[config.mk]
export PLATFORM = sky130hd
export DESIGN_NAME = pixie_dma_fetch
export DESIGN_NICKNAME = d
export VERILOG_FILES = /design/src/rtl/pixie_pkg.sv /design/src/rtl/pixie_dma_fetch.sv
export SDC_FILE = /design/constraint.sdc
export NUM_CORES = 1
export LEC_CHECK = 0
export ABC_AREA = 1
export BUFFER_PORTS_ARGS = -buffer_cell sky130_fd_sc_hd__buf_4
export CORE_UTILIZATION = 56
export CTS_BUF_LIST = sky130_fd_sc_hd__clkbuf_16
export CTS_CLUSTER_SIZE = 8
export DETAILED_ROUTE_END_ITERATION = 6
export PLACE_DENSITY = 0.8
export SLEW_MARGIN = 20
export SYNTH_ARGS = -nofsm -noshare
export SYNTH_HDL_FRONTEND = slang
export SYNTH_SLANG_ARGS = --single-unit
[constraint.sdc]
create_clock -name clk -period 1.8 [get_ports clk]
set_input_delay 0.36 -clock clk [delete_from_list [all_inputs] [get_ports clk]]
set_output_delay 0.36 -clock clk [all_outputs]
set_load 0.01 [all_outputs]
[src/rtl/pixie_pkg.sv]
// Shared definitions for the Pixie video DMA fetch engine: FSM encoding,
// default display-window geometry and the windowed address helper.
package pixie_pkg;

  typedef enum logic [1:0] {
    StIdle,
    StWaitDma,
    StXfer,
    StLineEnd
  } pixie_state_e;

  localparam logic [15:0] DefStartAddr    = 16'h0900;
  localparam int unsigned DefBytesPerRow  = 8;
  localparam int unsigned DefLinesPerRow  = 4;
  localparam int unsigned DefRowsPerFrame = 32;

  // CDP1802 state code for a DMA cycle
  localparam logic [1:0] ScDma = 2'b10;

  // Address inside the 256-byte display window; offsets wrap mod 256.
  function automatic logic [15:0] window_addr(input logic [15:0] base, input logic [7:0] off);
    return base + {8'h00, off};
  endfunction

endpackage

[src/rtl/pixie_dma_fetch.sv]
// Pixie video DMA fetch: walks the display window one scan line at a time,
// repeating each memory row LINES_PER_ROW times, and streams the fetched bytes
// into a line buffer.
module pixie_dma_fetch
  import pixie_pkg::*;
#(
  parameter logic [15:0] START_ADDR     = DefStartAddr,
  parameter int unsigned BYTES_PER_ROW  = DefBytesPerRow,
  parameter int unsigned LINES_PER_ROW  = DefLinesPerRow,
  parameter int unsigned ROWS_PER_FRAME = DefRowsPerFrame
) (
  input  logic        clk,
  input  logic        reset,
  input  logic        clk_enable,
  input  logic [1:0]  SC,
  input  logic        DMAO,
  input  logic        frame_start,
  input  logic [7:0]  data_in,
  output logic [15:0] mem_addr,
  output logic        mem_rd,
  output logic        wr_en,
  output logic [2:0]  wr_idx,
  output logic [7:0]  wr_data,
  output logic        line_done,
  output logic        frame_done
);

  localparam logic [2:0] LastByte = 3'(BYTES_PER_ROW - 1);
  localparam logic [7:0] LastRep  = 8'(LINES_PER_ROW - 1);
  localparam logic [7:0] LastRow  = 8'(ROWS_PER_FRAME - 1);
  localparam logic [7:0] RowStep  = 8'(BYTES_PER_ROW);

  pixie_state_e state;
  logic [7:0]   addr_off;  // fetch offset within the window
  logic [7:0]   row_off;   // offset of the current memory row
  logic [2:0]   byte_idx;
  logic [7:0]   line_rep;
  logic [7:0]   row;
  logic         dma_go;

  // A byte is fetched on a DMA bus cycle; the first byte of a line also needs
  // DMAO, later bytes ignore it so a mid-line deassertion just pauses.
  always_comb begin
    dma_go = 1'b0;
    if (clk_enable && (SC == ScDma)) begin
      dma_go = (state == StXfer) || ((state == StWaitDma) && !DMAO);
    end
  end

  assign mem_addr = window_addr(START_ADDR, addr_off);
  assign mem_rd   = dma_go && !reset;

  // Fetch FSM, counters and registered line-buffer / pulse outputs.
  always_ff @(posedge clk) begin
    if (reset) begin
      state      <= StIdle;
      addr_off   <= 8'h00;
      row_off    <= 8'h00;
      byte_idx   <= 3'd0;
      line_rep   <= 8'h00;
      row        <= 8'h00;
      wr_en      <= 1'b0;
      wr_idx     <= 3'd0;
      wr_data    <= 8'h00;
      line_done  <= 1'b0;
      frame_done <= 1'b0;
    end else begin
      wr_en      <= 1'b0;
      line_done  <= 1'b0;
      frame_done <= 1'b0;
      // frame_start is a single-clk pulse, so it is taken regardless of
      // clk_enable to avoid losing it; it overrides any transition.
      if (frame_start) begin
        state    <= StWaitDma;
        addr_off <= 8'h00;
        row_off  <= 8'h00;
        byte_idx <= 3'd0;
        line_rep <= 8'h00;
        row      <= 8'h00;
      end else if (clk_enable) begin
        unique case (state)
          StIdle: ;
          StWaitDma, StXfer: begin
            if (dma_go) begin
              wr_en    <= 1'b1;
              wr_idx   <= byte_idx;
              wr_data  <= data_in;
              addr_off <= addr_off + 8'd1;
              if (byte_idx == LastByte) begin
                byte_idx <= 3'd0;
                state    <= StLineEnd;
              end else begin
                byte_idx <= byte_idx + 3'd1;
                state    <= StXfer;
              end
            end
          end
          StLineEnd: begin
            line_done <= 1'b1;
            state     <= StWaitDma;
            if (line_rep != LastRep) begin
              addr_off <= row_off;
              line_rep <= line_rep + 8'd1;
            end else begin
              row_off  <= row_off + RowStep;
              addr_off <= row_off + RowStep;
              line_rep <= 8'h00;
              if (row == LastRow) begin
                frame_done <= 1'b1;
                row        <= 8'h00;
                state      <= StIdle;
              end else begin
                row <= row + 8'd1;
              end
            end
          end
          default: state <= StIdle;
        endcase
      end
    end
  end

endmodule

==> key figures <==
Run status
  • Outcome: finished, final reports clean

Yosys
  • Yosys warns: 0
  • Synth top area share: 37.1%
  • Gate Count Post-Synth: 380
  • Ys flop type: dfxtp_1
  • XOR/XNOR Fraction of Synth Area: 0.338%
  • Main combinational cell family by area after synthesis: simple AND/OR/NAND/NOR gates
  • Distinct cells, synth: 31
  • Largest cells by area after synthesis: dfxtp_1 37%, nand2_1 15%, inv_1 6.5%
  • Simple-gate share of the synthesized area: 33.7%
  • Largest area contributor in the netlist: dfxtp_1
  • Yosys reg bits: 48
  • Post-synth EDFFs: 0
  • Post-synthesis mux area share: 0%
  • Post-Synth Adder-Cell Area: 4.35%
  • Ys async rst share: 0%
  • Netlist Area Pre-Place: 2590 µm²
  • Complex-gate fraction of the synthesized area: 11.8%
  • Mapped Avg Cell Area: 6.81 µm²
  • Register area share after synthesis: 37.1%

Critical path
  • Slowest CP cell: dfxtp_1
  • Kind of cell adding the most delay to the critical path: flip-flops
  • CP Buf/Inv Count: 2
  • Startpoint types: flop
  • Crit path cell chain: inv_1 -> ha_1 -> nand2_1 -> nand2_1 -> nand2_1 -> nor2_1 -> buf_4
  • Largest stage delay, worst path: 0.40 ns
  • Kind of critical path: flop to primary output
  • Endpoint type of the worst setup path: primary output
  • Worst EP arrival: 1.35 ns
  • Most used cell, CP: nand2_1
  • CP required: 1.44 ns
  • Critical path fanouts, max: 4

Timing
  • Slew Viols, Final: 0
  • Setup TNS: 0 ns
  • F_max: 584 MHz
  • Final Hold Vio Count: 0
  • Final setup viols: 0
  • RSZ-0062 raised after global routing: no
  • Final Cycle Share: 95.1%
  • Post-layout minimum cycle time: 1.71 ns
  • Skew final: 0.00728 ns

Detailed routing
  • Number of vias per cell: 5.22
  • Drt initial violations: 96
  • # DRC: 0
  • Routed metal-1 wirelength: 2460 µm
  • Total vias in the final route: 2462
  • Met3 wire length: 270 µm
  • Pre-antenna DRT Iters: 4
  • Wirelength, routed: 5440 µm
  • Antenna-violating nets left: 0
  • Met2 WL: 2660 µm
  • Max layer used: met4
  • Wire per inst: 11.5 µm

Pwr
  • Maximum vdd drop: 0.000372 V
  • Total design power: 2.07 mW
  • Leakage power: 1.37 nW
  • Pwr dens: 680 nW/µm²

CTS
  • CTS Sinks: 48
  • Cts bufs inserted: 5
  • TritonCTS clock tree: yes
  • Root Buffer: clkbuf_16
  • Worst-Skew Late Latency: 0.29 ns
  • # H-tree levels: 2
  • Deepest clock path buffer count: 2
  • Clk slew on worst S/H paths: 0.07 ns
  • Post-CTS Hold Buffers: 0

Layout
  • Layout cells sized above 1: 18.6%
  • Most frequent cells in the layout: 100 x nand2_1, 47 x dfxtp_1, 45 x inv_1, 45 x buf_4, 38 x nor2_1
  • Most common cell after layout, fill and taps aside: nand2_1
  • Post-layout util: 69.5%
  • Final #Nets: 443
  • Syn-to-layout area delta: 17.8%
  • Number of inserted diodes: 0

Worst hold path
  • HP Class: primary input to flop

Placement
  • I/O Buffers: 37
  • Post-detail-place hpwl: 3950 µm
  • Routability Congestion: 0.820

Job
  • Maxcap violations: 0

Floorplan
  • IO Count: 46
  • Die Y: 70.0 µm
  • Initial core utilization: 59.0%
  • # rows: 24
  • Core Box Area: 4380 µm²
  • Die width: 70.0 µm
  • Die area: 4900 µm²

Global route
  • Pin count of the biggest net entering global routing: 17
  • GRT Util Overall: 23.0%
  • Antenna violations before repair: 0
  • First-pass GRT wire length: 9200 µm
  • Global route overflow: 0
  • Vias in the first global route: 2108
final timing paths:
check | startpoint | end | slack (ns) | cells past startpoint
max | state[1]$_SDFFE_PP0P_ | mem_rd | 0.09 | 7
min | data_in[4] | wr_data[4]$_SDFFE_PP0P_ | 0.33 | 3
max reg2reg | line_rep[1]$_SDFFE_PP0N_ | row[3]$_SDFFE_PP0P_ | 0.14 | 8
min reg2reg | row[4]$_SDFFE_PP0P_ | row[4]$_SDFFE_PP0P_ | 0.45 | 2
worst reg2reg max path: cells and delay by family, from the launching register on:
family / cells / cell delay (ns)
buffers and inverters: 1 / 0.16
DFF: 1 / 0.40
and+or+nand+nor: 5 / 0.73
AOI/OAI and AO/OA: 1 / 0.05
adders and majority gates: 1 / 0.23
stage by stage:
stage / hold slack [ns] / area (µm²) / instances / setup WS (ns)
final: 0.332 / 3050 / 472 / 0.0889
after global routing: 0.345 / 3050 / 472 / 0.0142
after CTS: 0.331 / 3030 / 472 / 0.0659
after detailed placement: 0.439 / 2880 / 464 / 0.122
after global placement: 0.435 / 2880 / 464 / 0.199
after floorplan: 0.428 / 2610 / 386 / 0.314
cell type report:
| type | count | area (µm²) |
|---|---|---|
| clock buffer | 5 | 125 |
| multi-input combinational | 268 | 1340 |
| sequential | 48 | 962 |
| tap | 52 | 65.1 |
| timing repair buffer | 45 | 338 |
| clock inverter | 3 | 23.8 |
| inverter | 51 | 191 |
| fill | 349 | 1340 |
cells by family (layout without fill, tap and decap cells):
family	Yosys count	in the layout
simple gates	192	192
buf+inv	70	104
compound gates	58	58
flops	48	48
fa+ha+maj	9	9
other cells	2	8
xor+xnor	1	1
power breakdown:
group,internal (mW),leakage [nW],switching [mW]
Clock,0.517,0.0660,0.405
Combinational,0.0339,0.914,0.0511
Sequential,1.06,0.387,0.00259
timing repair:
item,4_1_cts,5_1_grt
endpoints found under the hold margin,0,0
gates resized for setup,0,5
buffers inserted,0,0
setup endpoints to repair,0,16
cell usage after synthesis (4+ instances only):
cell / n
nand2_1: 100
dfxtp_1: 48
inv_1: 45
nor2_1: 39
a21oi_1: 33
nand3_1: 24
o21ai_0: 17
buf_4: 9
ha_1: 9
nand4_1: 6
inv_2: 5
nor3_1: 5
clkbuf_1: 4
o21bai_1: 4
per-layer routing:
layer | vias up | GRT usage [%]
met1 | 1135 | 29.2
met4 | 0 | 6.22
met3 | 6 | 5.05
met2 | 65 | 39.3
li1 | 1256 | -
met5 | - | 0
state kept, by name (all words and copies together) (netlist names):
name / flops
row: 8
wr_idx: 3
row_off: 5
state: 2
line_rep: 8
byte_idx: 3
line_done: 1
wr_en: 1
wr_data: 8
frame_done: 1
addr_off: 8
No activity file was read; power rests on OpenSTA's default activity.
